File: config.mk
export PLATFORM = sky130hd
export DESIGN_NAME = mmc1_cfg_sequencer
export DESIGN_NICKNAME = d
export VERILOG_FILES = /design/src/rtl/mmc1_cfg_sequencer.sv
export SDC_FILE = /design/constraint.sdc
export NUM_CORES = 1
export LEC_CHECK = 0
export BUFFER_PORTS_ARGS = -buffer_cell sky130_fd_sc_hd__buf_4
export CAP_MARGIN = 20
export CORE_UTILIZATION = 62
export DETAILED_ROUTE_END_ITERATION = 6
export HOLD_SLACK_MARGIN = 0.12
export PLACE_DENSITY_LB_ADDON = 0.05
export RECOVER_POWER = 50
export SLEW_MARGIN = 20
export SYNTH_ARGS = -nofsm -noshare
export SYNTH_HDL_FRONTEND = slang
export SYNTH_SLANG_ARGS = --single-unit
File: constraint.sdc
create_clock -name CLK -period 7.6 [get_ports CLK]
set_input_delay 1.14 -clock CLK [delete_from_list [all_inputs] [get_ports CLK]]
set_output_delay 1.14 -clock CLK [all_outputs]
set_load 0.01 [all_outputs]
File: src/rtl/mmc1_cfg_sequencer.sv
// Purpose: queues host register writes and plays each one onto the CPU bus as MMC1 serial shift writes; optional MMC1_AUTO_RESET_EN prefixes every register command with a reset write.
// Latency: a command pushed into an empty queue at edge t shows SETUP after edge t+2; each write takes M2_LO_CLKS+ROMSEL_DLY+M2_HI_CLKS+1+GAP_CLKS clocks.
// Backpressure: cmd_ready is low whenever the registered queue level equals FIFO_DEPTH, including a cycle in which a pop occurs.
module mmc1_cfg_sequencer #(
    parameter int FIFO_DEPTH = 4,
    parameter int M2_LO_CLKS = 6,
    parameter int ROMSEL_DLY = 1,
    parameter int M2_HI_CLKS = 5,
    parameter int GAP_CLKS   = 2
) (
    input  logic                        CLK,
    input  logic                        RST,
    input  logic                        cmd_valid,
    output logic                        cmd_ready,
    input  logic                        cmd_reset,
    input  logic [1:0]                  cmd_reg,
    input  logic [4:0]                  cmd_data,
    output logic                        cmd_done,
    output logic                        busy,
    output logic [$clog2(FIFO_DEPTH):0] fifo_level,
    output logic                        CPU_M2,
    output logic                        nCPU_ROMSEL,
    output logic                        nCPU_RW,
    output logic                        CPU_A14,
    output logic                        CPU_A13,
    output logic                        CPU_D0,
    output logic                        CPU_D7,
    output logic [4:0]                  shadow_control,
    output logic [4:0]                  shadow_chr0,
    output logic [4:0]                  shadow_chr1,
    output logic [4:0]                  shadow_prg
);

    localparam int AW = $clog2(FIFO_DEPTH);
    localparam int LW = AW + 1;
    localparam int CW = 8;

    localparam logic [2:0] S_IDLE    = 3'd0;
    localparam logic [2:0] S_SETUP   = 3'd1;
    localparam logic [2:0] S_DLY     = 3'd2;
    localparam logic [2:0] S_STROBE  = 3'd3;
    localparam logic [2:0] S_RELEASE = 3'd4;
    localparam logic [2:0] S_GAP     = 3'd5;

`ifdef MMC1_AUTO_RESET_EN
    localparam logic AUTO_RST = 1'b1;
`else
    localparam logic AUTO_RST = 1'b0;
`endif

    // Queue storage: entry = {reset, reg[1:0], data[4:0]}
    logic [7:0]    mem_q [FIFO_DEPTH];
    logic [AW-1:0] wr_ptr_q, wr_ptr_d, rd_ptr_q, rd_ptr_d;
    logic [LW-1:0] level_q, level_d;
    logic          push, pop;

    // Sequencer state
    logic [2:0]    state_q, state_d;
    logic [CW-1:0] cnt_q, cnt_d;
    logic          loaded_q, loaded_d;
    logic [6:0]    cmd_q, cmd_d;          // {reg, data} of the active command
    logic          rst_pend_q, rst_pend_d;  // a D7 reset write is still owed
    logic          data_pend_q, data_pend_d; // the five data writes are still owed
    logic [2:0]    bit_q, bit_d;
    logic          cmd_done_q, cmd_done_d;
    logic [4:0]    sh_ctl_q, sh_ctl_d, sh_c0_q, sh_c0_d, sh_c1_q, sh_c1_d, sh_prg_q, sh_prg_d;

    // Registered bus pins so the mapper never sees decode glitches
    logic          m2_q, m2_d, romsel_n_q, romsel_n_d, rw_n_q, rw_n_d;
    logic [1:0]    addr_q, addr_d;
    logic          d0_q, d0_d, d7_q, d7_d;

    logic          end_wr, last;
    logic [1:0]    wr_a;
    logic          wr_d0, wr_d7;

    assign cmd_ready = (level_q < LW'(FIFO_DEPTH));
    assign push      = cmd_valid && cmd_ready;

    // Next-state logic: queue pointers, write sequencing, shadow updates and bus decode
    always_comb begin
        wr_ptr_d    = wr_ptr_q;
        rd_ptr_d    = rd_ptr_q;
        level_d     = level_q;
        state_d     = state_q;
        cnt_d       = cnt_q;
        loaded_d    = loaded_q;
        cmd_d       = cmd_q;
        rst_pend_d  = rst_pend_q;
        data_pend_d = data_pend_q;
        bit_d       = bit_q;
        cmd_done_d  = 1'b0;
        sh_ctl_d    = sh_ctl_q;
        sh_c0_d     = sh_c0_q;
        sh_c1_d     = sh_c1_q;
        sh_prg_d    = sh_prg_q;
        pop         = 1'b0;
        end_wr      = 1'b0;
        last        = 1'b0;

        case (state_q)
            S_IDLE: begin
                // One clock to pull the entry out of the queue, one to start driving it
                if (loaded_q) begin
                    loaded_d = 1'b0;
                    state_d  = S_SETUP;
                    cnt_d    = CW'(M2_LO_CLKS - 1);
                end else if (level_q != '0) begin
                    pop         = 1'b1;
                    loaded_d    = 1'b1;
                    cmd_d       = mem_q[rd_ptr_q][6:0];
                    rst_pend_d  = mem_q[rd_ptr_q][7] | AUTO_RST;
                    data_pend_d = ~mem_q[rd_ptr_q][7];
                    bit_d       = 3'd0;
                end
            end
            S_SETUP: begin
                if (cnt_q != '0) begin
                    cnt_d = cnt_q - CW'(1);
                end else if (ROMSEL_DLY > 0) begin
                    state_d = S_DLY;
                    cnt_d   = CW'(ROMSEL_DLY - 1);
                end else begin
                    state_d = S_STROBE;
                    cnt_d   = CW'(M2_HI_CLKS - 1);
                end
            end
            S_DLY: begin
                if (cnt_q != '0) begin
                    cnt_d = cnt_q - CW'(1);
                end else begin
                    state_d = S_STROBE;
                    cnt_d   = CW'(M2_HI_CLKS - 1);
                end
            end
            S_STROBE: begin
                if (cnt_q != '0) cnt_d = cnt_q - CW'(1);
                else             state_d = S_RELEASE;
            end
            S_RELEASE: begin
                if (GAP_CLKS > 0) begin
                    state_d = S_GAP;
                    cnt_d   = CW'(GAP_CLKS - 1);
                end else begin
                    end_wr = 1'b1;
                end
            end
            S_GAP: begin
                if (cnt_q != '0) cnt_d = cnt_q - CW'(1);
                else             end_wr = 1'b1;
            end
            default: state_d = S_IDLE;
        endcase

        // A write has fully retired: account for it and pick the next one
        if (end_wr) begin
            if (rst_pend_q) begin
                rst_pend_d     = 1'b0;
                sh_ctl_d[3:2]  = 2'b11;
                last           = ~data_pend_q;
            end else begin
                bit_d = bit_q + 3'd1;
                if (bit_q == 3'd4) begin
                    last        = 1'b1;
                    data_pend_d = 1'b0;
                    case (cmd_q[6:5])
                        2'b00:   sh_ctl_d = cmd_q[4:0];
                        2'b01:   sh_c0_d  = cmd_q[4:0];
                        2'b10:   sh_c1_d  = cmd_q[4:0];
                        default: sh_prg_d = cmd_q[4:0];
                    endcase
                end
            end
            if (last) begin
                state_d    = S_IDLE;
                cmd_done_d = 1'b1;
            end else begin
                state_d = S_SETUP;
                cnt_d   = CW'(M2_LO_CLKS - 1);
            end
        end

        case ({push, pop})
            2'b10:   level_d = level_q + LW'(1);
            2'b01:   level_d = level_q - LW'(1);
            default: level_d = level_q;
        endcase
        if (push) wr_ptr_d = wr_ptr_q + AW'(1);
        if (pop)  rd_ptr_d = rd_ptr_q + AW'(1);

        // Bus decode from the state being entered, so pins line up with state_q
        wr_a  = rst_pend_d ? 2'b00 : cmd_d[6:5];
        wr_d0 = rst_pend_d ? 1'b0  : cmd_d[bit_d];
        wr_d7 = rst_pend_d;

        m2_d       = 1'b0;
        romsel_n_d = 1'b1;
        rw_n_d     = 1'b1;
        addr_d     = 2'b00;
        d0_d       = 1'b0;
        d7_d       = 1'b0;
        if (state_d == S_SETUP || state_d == S_DLY || state_d == S_STROBE || state_d == S_RELEASE) begin
            m2_d       = (state_d != S_SETUP);
            romsel_n_d = (state_d != S_STROBE);
            rw_n_d     = 1'b0;
            addr_d     = wr_a;
            d0_d       = wr_d0;
            d7_d       = wr_d7;
        end
    end

    // Queue storage needs no reset; the pointers define what is valid
    always_ff @(posedge CLK) begin
        if (push) mem_q[wr_ptr_q] <= {cmd_reset, cmd_reg, cmd_data};
    end

    // State registers with synchronous reset; reset aborts any write in flight
    always_ff @(posedge CLK) begin
        if (RST) begin
            wr_ptr_q    <= '0;
            rd_ptr_q    <= '0;
            level_q     <= '0;
            state_q     <= S_IDLE;
            cnt_q       <= '0;
            loaded_q    <= 1'b0;
            cmd_q       <= '0;
            rst_pend_q  <= 1'b0;
            data_pend_q <= 1'b0;
            bit_q       <= '0;
            cmd_done_q  <= 1'b0;
            sh_ctl_q    <= 5'b01100;
            sh_c0_q     <= '0;
            sh_c1_q     <= '0;
            sh_prg_q    <= '0;
            m2_q        <= 1'b0;
            romsel_n_q  <= 1'b1;
            rw_n_q      <= 1'b1;
            addr_q      <= 2'b00;
            d0_q        <= 1'b0;
            d7_q        <= 1'b0;
        end else begin
            wr_ptr_q    <= wr_ptr_d;
            rd_ptr_q    <= rd_ptr_d;
            level_q     <= level_d;
            state_q     <= state_d;
            cnt_q       <= cnt_d;
            loaded_q    <= loaded_d;
            cmd_q       <= cmd_d;
            rst_pend_q  <= rst_pend_d;
            data_pend_q <= data_pend_d;
            bit_q       <= bit_d;
            cmd_done_q  <= cmd_done_d;
            sh_ctl_q    <= sh_ctl_d;
            sh_c0_q     <= sh_c0_d;
            sh_c1_q     <= sh_c1_d;
            sh_prg_q    <= sh_prg_d;
            m2_q        <= m2_d;
            romsel_n_q  <= romsel_n_d;
            rw_n_q      <= rw_n_d;
            addr_q      <= addr_d;
            d0_q        <= d0_d;
            d7_q        <= d7_d;
        end
    end

    assign cmd_done       = cmd_done_q;
    assign busy           = (state_q != S_IDLE) || loaded_q || (level_q != '0);
    assign fifo_level     = level_q;
    assign CPU_M2         = m2_q;
    assign nCPU_ROMSEL    = romsel_n_q;
    assign nCPU_RW        = rw_n_q;
    assign CPU_A14        = addr_q[1];
    assign CPU_A13        = addr_q[0];
    assign CPU_D0         = d0_q;
    assign CPU_D7         = d7_q;
    assign shadow_control = sh_ctl_q;
    assign shadow_chr0    = sh_c0_q;
    assign shadow_chr1    = sh_c1_q;
    assign shadow_prg     = sh_prg_q;

endmodule

======== Word-level counts from Yosys, hierarchy flattened ========
Memories as Yosys holds them, arrays and structs flattened. A register that Yosys moved wholly into a read port is not among the register bits.
Cells that the tools add are included.
cells by class
  $add $sub $neg .......................... 6
  magnitude comparators ................... 2
  equal/unequal tests ..................... 16
  muxes and demuxes ....................... 53
  bitwise logic cells ..................... 6
  reductions and logical operators ........ 24
operators with widths
  operator                                              number
  2-to-1 mux 8 bit                                      6
  case mux 8 bit (5 select lines)                       1
  2-to-1 mux 3 bit                                      10
  2-to-1 mux 1 bit                                      25
  2-to-1 mux 7 bit                                      3
  case mux 3 bit (6 select lines)                       1
  AND reduction 4 bit                                   4
  equality test 3 x 2 -> 1 bit (second input constant)  4
  equality test 3 bit (second input constant)           4
  2-to-1 mux 4 bit                                      2
  nonzero test 8 bit                                    1
  subtractor 8 x 1 -> 8 bit (second input constant)     1
  adder 3 x 1 -> 3 bit (second input constant)          2
  equality test 3 x 1 -> 1 bit (second input constant)  2
  2-to-1 mux 2 bit                                      3
  NOT 1 bit                                             6
  case mux 3 bit (2 select lines)                       1
  nonzero test 2 bit                                    3
  nonzero test 3 bit                                    2
  OR reduction 2 bit                                    3
  OR reduction 3 bit                                    2
  logical OR 1 bit                                      5
  adder 2 x 1 -> 2 bit (second input constant)          2
  equality test 2 x 1 -> 1 bit (second input constant)  2
  11 further kinds                                      12
storage, ports and cells
  register bits ........................... 59
  memory bits (writable) .................. 32
  input bits .............................. 11
  output and inout bits ................... 33
  logic and storage cells ................. 130
  memories kept ........................... 1
memories
  memory  depth  bits a word  rd ports  clocked after Yosys merged registers in  write ports  line  RTL
  mem_q   4      8            1         1                                        1            52    logic [7:0] mem_q [FIFO_DEPTH];

======== Longest topological paths before layout ========
  depth in word-level cells ............... 12
  mapped depth ............................ 11
  mapped depth without buffers ............ 11

======== Least setup slack after synthesis ========
OpenSTA, ideal clock, no wires.
  path type ............................... reg-to-reg
  start ................................... reg state_q[1]
  end ..................................... reg level_q[2], in the netlist fifo_level[2]
  library setup time ...................... 0.070 ns
  arrival ................................. 2.820 ns
  required time ........................... 7.530 ns
  path slack .............................. 4.710 ns
  stages on the path, launching flop included .. 12
  path buffers ............................ 2
  clock period less this slack ............ 2.890 ns
  path through ............................ dfxtp_1 > buf_2 > nor4_1 > nand2_1 > inv_1 > buf_4 > ha_1 > inv_1 > fa_1 > xor2_1 > or3_1 > a21oi_1
on the way
  cells in the longest elaborated chain, start to end .. 4
  elaborated cells on any way between the ends .. 6
  those cells by class .................... eq/ne (2); mux (2); reduce/logical (2)
ends and longest elaborated chain
  what                                                                          line  RTL
  start: declaration                                                            58    logic [2:0] state_q, state_d;
  start signal: assignment                                                      245   state_q <= state_d;
  logical NOT 3 bit *                                                           101   case (state_q)
  2-to-1 mux 1 bit *                                                            101
  net pop                                                                       55    logic push, pop;
  equality test 2 x 1 -> 1 bit / equality test 2 bit (equally long branches)    183   case ({push, pop})
  case mux 3 bit (2 select lines) / nonzero test 2 bit (equally long branches)  --
  end signal: assignment                                                        244   level_q <= level_d;
  end: declaration                                                              54    logic [LW-1:0] level_q, level_d;
The timed path passes the listed nets; every way through them passes the cells marked *.
A chain may end at the register's enable or synchronous reset.

======== Worst setup path after layout ========
  start ................................... reg state_q[1]
  end ..................................... reg level_q[2], in the netlist fifo_level[2]
on the way
  cells in the longest elaborated chain, start to end .. 4
  elaborated cells on any way between the ends .. 6
  those cells by class .................... eq/ne (2); mux (2); reduce/logical (2)
ends and longest elaborated chain
  what                                                                          line
  logical NOT 3 bit *                                                           101
  2-to-1 mux 1 bit *                                                            101
  equality test 2 x 1 -> 1 bit / equality test 2 bit (equally long branches)    183
  case mux 3 bit (2 select lines) / nonzero test 2 bit (equally long branches)  --
Mark *: on every way between the ends. The rest lies on a longest branch, timed or not.

==> flow_summary.ini <==
[drt]
wl_um = 6950
first_pass_iters = 5
first_iter_violations = 144
postRouteAntennaNets = 0
route.detailed.vias_per_inst = 5.61
drt-wirelength-per-cell_um = 15.0
detailroute.via_count = 2598
drc = 0

[yosys]
synth_area_per_cell_um2 = 11.4
synthXorXnorAreaFrac = 0.0156
synth-edff-count = 32
synth_simple_gate_area_share = 0.144
netlist_top_cells_area = sky130_fd_sc_hd__dfxtp_1, sky130_fd_sc_hd__edfxtp_1, sky130_fd_sc_hd__mux2i_1
synth_mux_area_frac = 0.124
postSynth.asyncResetShare = 0
postSynthRegisterBits = 93
synth_top_cell_area_share = 0.310
synth_compound_area_frac = 0.0884
synthFlopType = sky130_fd_sc_hd__dfxtp_1
syn_nets = 368
yosys.cell_types.count = 52
synthesis.instances = 346
synth-seq-area-share = 0.555
mapped_cell_area_um2 = 3940
synth_top_family_by_area = simple AND/OR/NAND/NOR gates
count_of_yosys_warnings_during_synthesis = 0
synth.largest_area_cell = sky130_fd_sc_hd__dfxtp_1
adder_cell_fraction_of_synth_area = 0.0369

[grt]
grt_antenna_before_repair = 0
met1_grt_util = 0.314
gr-usage-met2 = 0.350
grt_max_degree = 50
grt_overflow_total = 0
grt_first_pass_wirelength_um = 11200
via_count_of_the_first_global_routing_pass = 2383
grtUsageMet3 = 0.0511
track_usage = 0.226
busiest_layer = met2

[finish]
insertedDiodeCount = 0
syn2layout_area_growth_pct = 9.89
finish.net_count = 405
fillerInstances = 479
multi_input_area_um2 = 1610
post_layout_util = 0.718
register_area_um2 = 2180
drive_gt1_frac = 0.103

[place]
place_congestion = 0.822
dpl_hpwl_um = 4910
buffer_ports.inserted = 43

[cts]
cts_htree_levels = 3
cts_tree = built
hold_buffers = 0
clock_edge_transition_at_the_registers_on_the_reported_setup_and_hold_paths_ns = 0.09
number_of_post_cts_setup_repair_buffers = 0
clockRootBuffer = sky130_fd_sc_hd__clkbuf_8
cts.repair.resized = 0
insertion_delay_ns = 0.36
tritoncts_num_sinks = 93
numCtsBuffers = 9
cts_max_path_buffers = 2

[worst_setup_path]
timing.critical_path.arrival_ns = 3.81
required_time_of_the_worst_setup_path_ns = 7.89
timing.critical_path.fanout_max = 18
start_kind = register
regToRegSetupSlack_ns = 4.07
timing.rr.start = state_q[1]
rr_worst_depth = 9
end_kind = register
worstReg2RegEnd = fifo_level[2]
crit_type = reg2reg

[pwr]
pwr-share-comb = 0.387
static-leakage-power_nw = 1.66
p_sw_frac = 0.381
power.density_cell_area_nw_per_um2 = 397
p_clk_frac = 0.189
internal_power_mw = 1.06
seqPwrFrac = 0.424
sw_power_mw = 0.654
ir_drop_mv = 0.232

[floorplan]
die_width_um = 81.7
initial_core_util = 0.653
chipHeight_um = 81.7
pin_count = 44
dieArea_um2 = 6670
core.rowCount = 28
core_um2 = 6030

[sta]
min_period_ns = 3.53
worst_pin_slew_ns = 1.03
worst_clock_skew_ns = 0.0129
fin_setup_tns_ns = 0
hold_violations = 0
achievable_clock_frequency_mhz = 284
setup_viol_count_final = 0
drv_slew = 0
grt_setup_unrepaired = no
timing.slew.headroom = 0.306
final.period_utilization = 0.464

[hold_path]
worstHoldStart = shadow_control[0]
min_path_cells = 2
worst_case_hold_path_end_point = shadow_control[0]
hp-class = reg2reg

[job]
drv_cap = 0

[run_status]
run_status = complete, no violations
## stage by stage
stage	cells	instance area [µm²]	hold WS (ns)	setup WS, ns	power (mW)
3_5_place_dp	447	4270	0.447	4.10	1.42
5_1_grt	463	4320	0.479	3.74	1.84
4_1_cts	463	4470	0.457	4.09	1.74
2_1_floorplan	346	3940	0.463	4.71	1.26
3_3_place_gp	447	4270	0.450	4.22	1.40
6_report	463	4320	0.455	4.07	1.72
## synthesized netlist by cell type, types with 3 or more instances
cell and instances:
sky130_fd_sc_hd__or3_1 3, sky130_fd_sc_hd__nand2_1 14, sky130_fd_sc_hd__mux4_2 9, sky130_fd_sc_hd__dfxtp_1 61, sky130_fd_sc_hd__xor2_1 5, sky130_fd_sc_hd__o21ai_0 8
sky130_fd_sc_hd__buf_1 5, sky130_fd_sc_hd__clkbuf_1 8, sky130_fd_sc_hd__nor2_1 46, sky130_fd_sc_hd__a311oi_1 4, sky130_fd_sc_hd__o22ai_1 3, sky130_fd_sc_hd__nand2b_1 6
sky130_fd_sc_hd__a21oi_1 19, sky130_fd_sc_hd__inv_1 17, sky130_fd_sc_hd__mux2i_1 23, sky130_fd_sc_hd__and2_1 6, sky130_fd_sc_hd__nor3_1 8, sky130_fd_sc_hd__nor2b_1 7
sky130_fd_sc_hd__ha_1 10, sky130_fd_sc_hd__nand3_1 6, sky130_fd_sc_hd__mux2_2 5, sky130_fd_sc_hd__edfxtp_1 32
## critical path, cell delays in order (launching register included)
cell and delay [ns]:
sky130_fd_sc_hd__dfxtp_1 0.51, sky130_fd_sc_hd__nor4_1 0.95, sky130_fd_sc_hd__nand2_1 0.27, sky130_fd_sc_hd__inv_1 0.42
sky130_fd_sc_hd__ha_1 0.27, sky130_fd_sc_hd__inv_1 0.06, sky130_fd_sc_hd__fa_1 0.37, sky130_fd_sc_hd__xor2_1 0.15
sky130_fd_sc_hd__or3_1 0.31, sky130_fd_sc_hd__a21oi_1 0.14
## layout make-up
type | count | area share
Timing Repair Buffer | 43 | 0.0408
Multi-Input combinational cell | 219 | 0.373
Clock inverter | 7 | 0.0168
Clock buffer | 9 | 0.0286
Sequential cell | 93 | 0.505
Tap cell | 75 | 0.0217
Inverter | 17 | 0.0148
## power by group through the flow
stage          clock (mW)  combinational [mW]  sequential (mW)
3_3_place_gp            0               0.665            0.733
5_1_grt             0.351               0.740            0.744
2_1_floorplan           0               0.572            0.684
4_1_cts             0.333               0.682            0.726
3_5_place_dp            0               0.678            0.737
6_report            0.325               0.665            0.727
## worst max-delay path by stage
stage               startpoint            end  slack, ns  depth (start not counted)
detailed placement  state_q[1]  fifo_level[2]       4.10                          9
CTS                 state_q[1]  fifo_level[2]       4.09                          9
floorplan           state_q[1]  fifo_level[2]       4.71                         11
finish              state_q[1]  fifo_level[2]       4.07                          9
global route        state_q[1]  fifo_level[2]       3.74                          9
global placement    state_q[1]  fifo_level[2]       4.22                          9
## layout by cell type (no fill, tap or decap), types with 3 or more instances in the layout
master and instances:
sky130_fd_sc_hd__dfxtp_1 61, sky130_fd_sc_hd__nor2_1 46, sky130_fd_sc_hd__clkbuf_1 39, sky130_fd_sc_hd__edfxtp_1 32, sky130_fd_sc_hd__mux2i_1 23, sky130_fd_sc_hd__a21oi_1 19, sky130_fd_sc_hd__inv_1 17, sky130_fd_sc_hd__nand2_1 14
sky130_fd_sc_hd__ha_1 10, sky130_fd_sc_hd__mux4_2 9, sky130_fd_sc_hd__clkbuf_8 9, sky130_fd_sc_hd__nor3_1 8, sky130_fd_sc_hd__o21ai_0 8, sky130_fd_sc_hd__nor2b_1 7, sky130_fd_sc_hd__nand2b_1 6, sky130_fd_sc_hd__nand3_1 6
sky130_fd_sc_hd__xor2_1 5, sky130_fd_sc_hd__mux2_2 5, sky130_fd_sc_hd__and2_1 4, sky130_fd_sc_hd__a311oi_1 4, sky130_fd_sc_hd__or3_1 3, sky130_fd_sc_hd__o22ai_1 3, sky130_fd_sc_hd__buf_4 3
## layer usage
layer / vias to the layer above / wire (µm)
met1: 1218 / 3280
li1: 1317 / -
met4: 0 / 54
met2: 57 / 3320
met5: - / 0
met3: 6 / 284
## cells by family after synthesis
| family | Yosys count |
|---|---|
| AOI/OAI and AO/OA | 54 |
| xor gates and xnor gates | 7 |
| adders and majority gates | 11 |
| buffers and inverters | 34 |
| DFF | 93 |
| muxes | 37 |
| and+or+nand+nor | 110 |
## registers in the layout (all words and copies together) (netlist names), 2 cells and up, named ones only
name	cells
mem_q	32
cnt_q	8
cmd_q	7
shadow_chr0	5
shadow_chr1	5
shadow_control	5
shadow_prg	5
bit_q	3
fifo_level	3
state_q	3
addr_q	2
rd_ptr_q	2
wr_ptr_q	2
(Power assumes the default switching activity.)
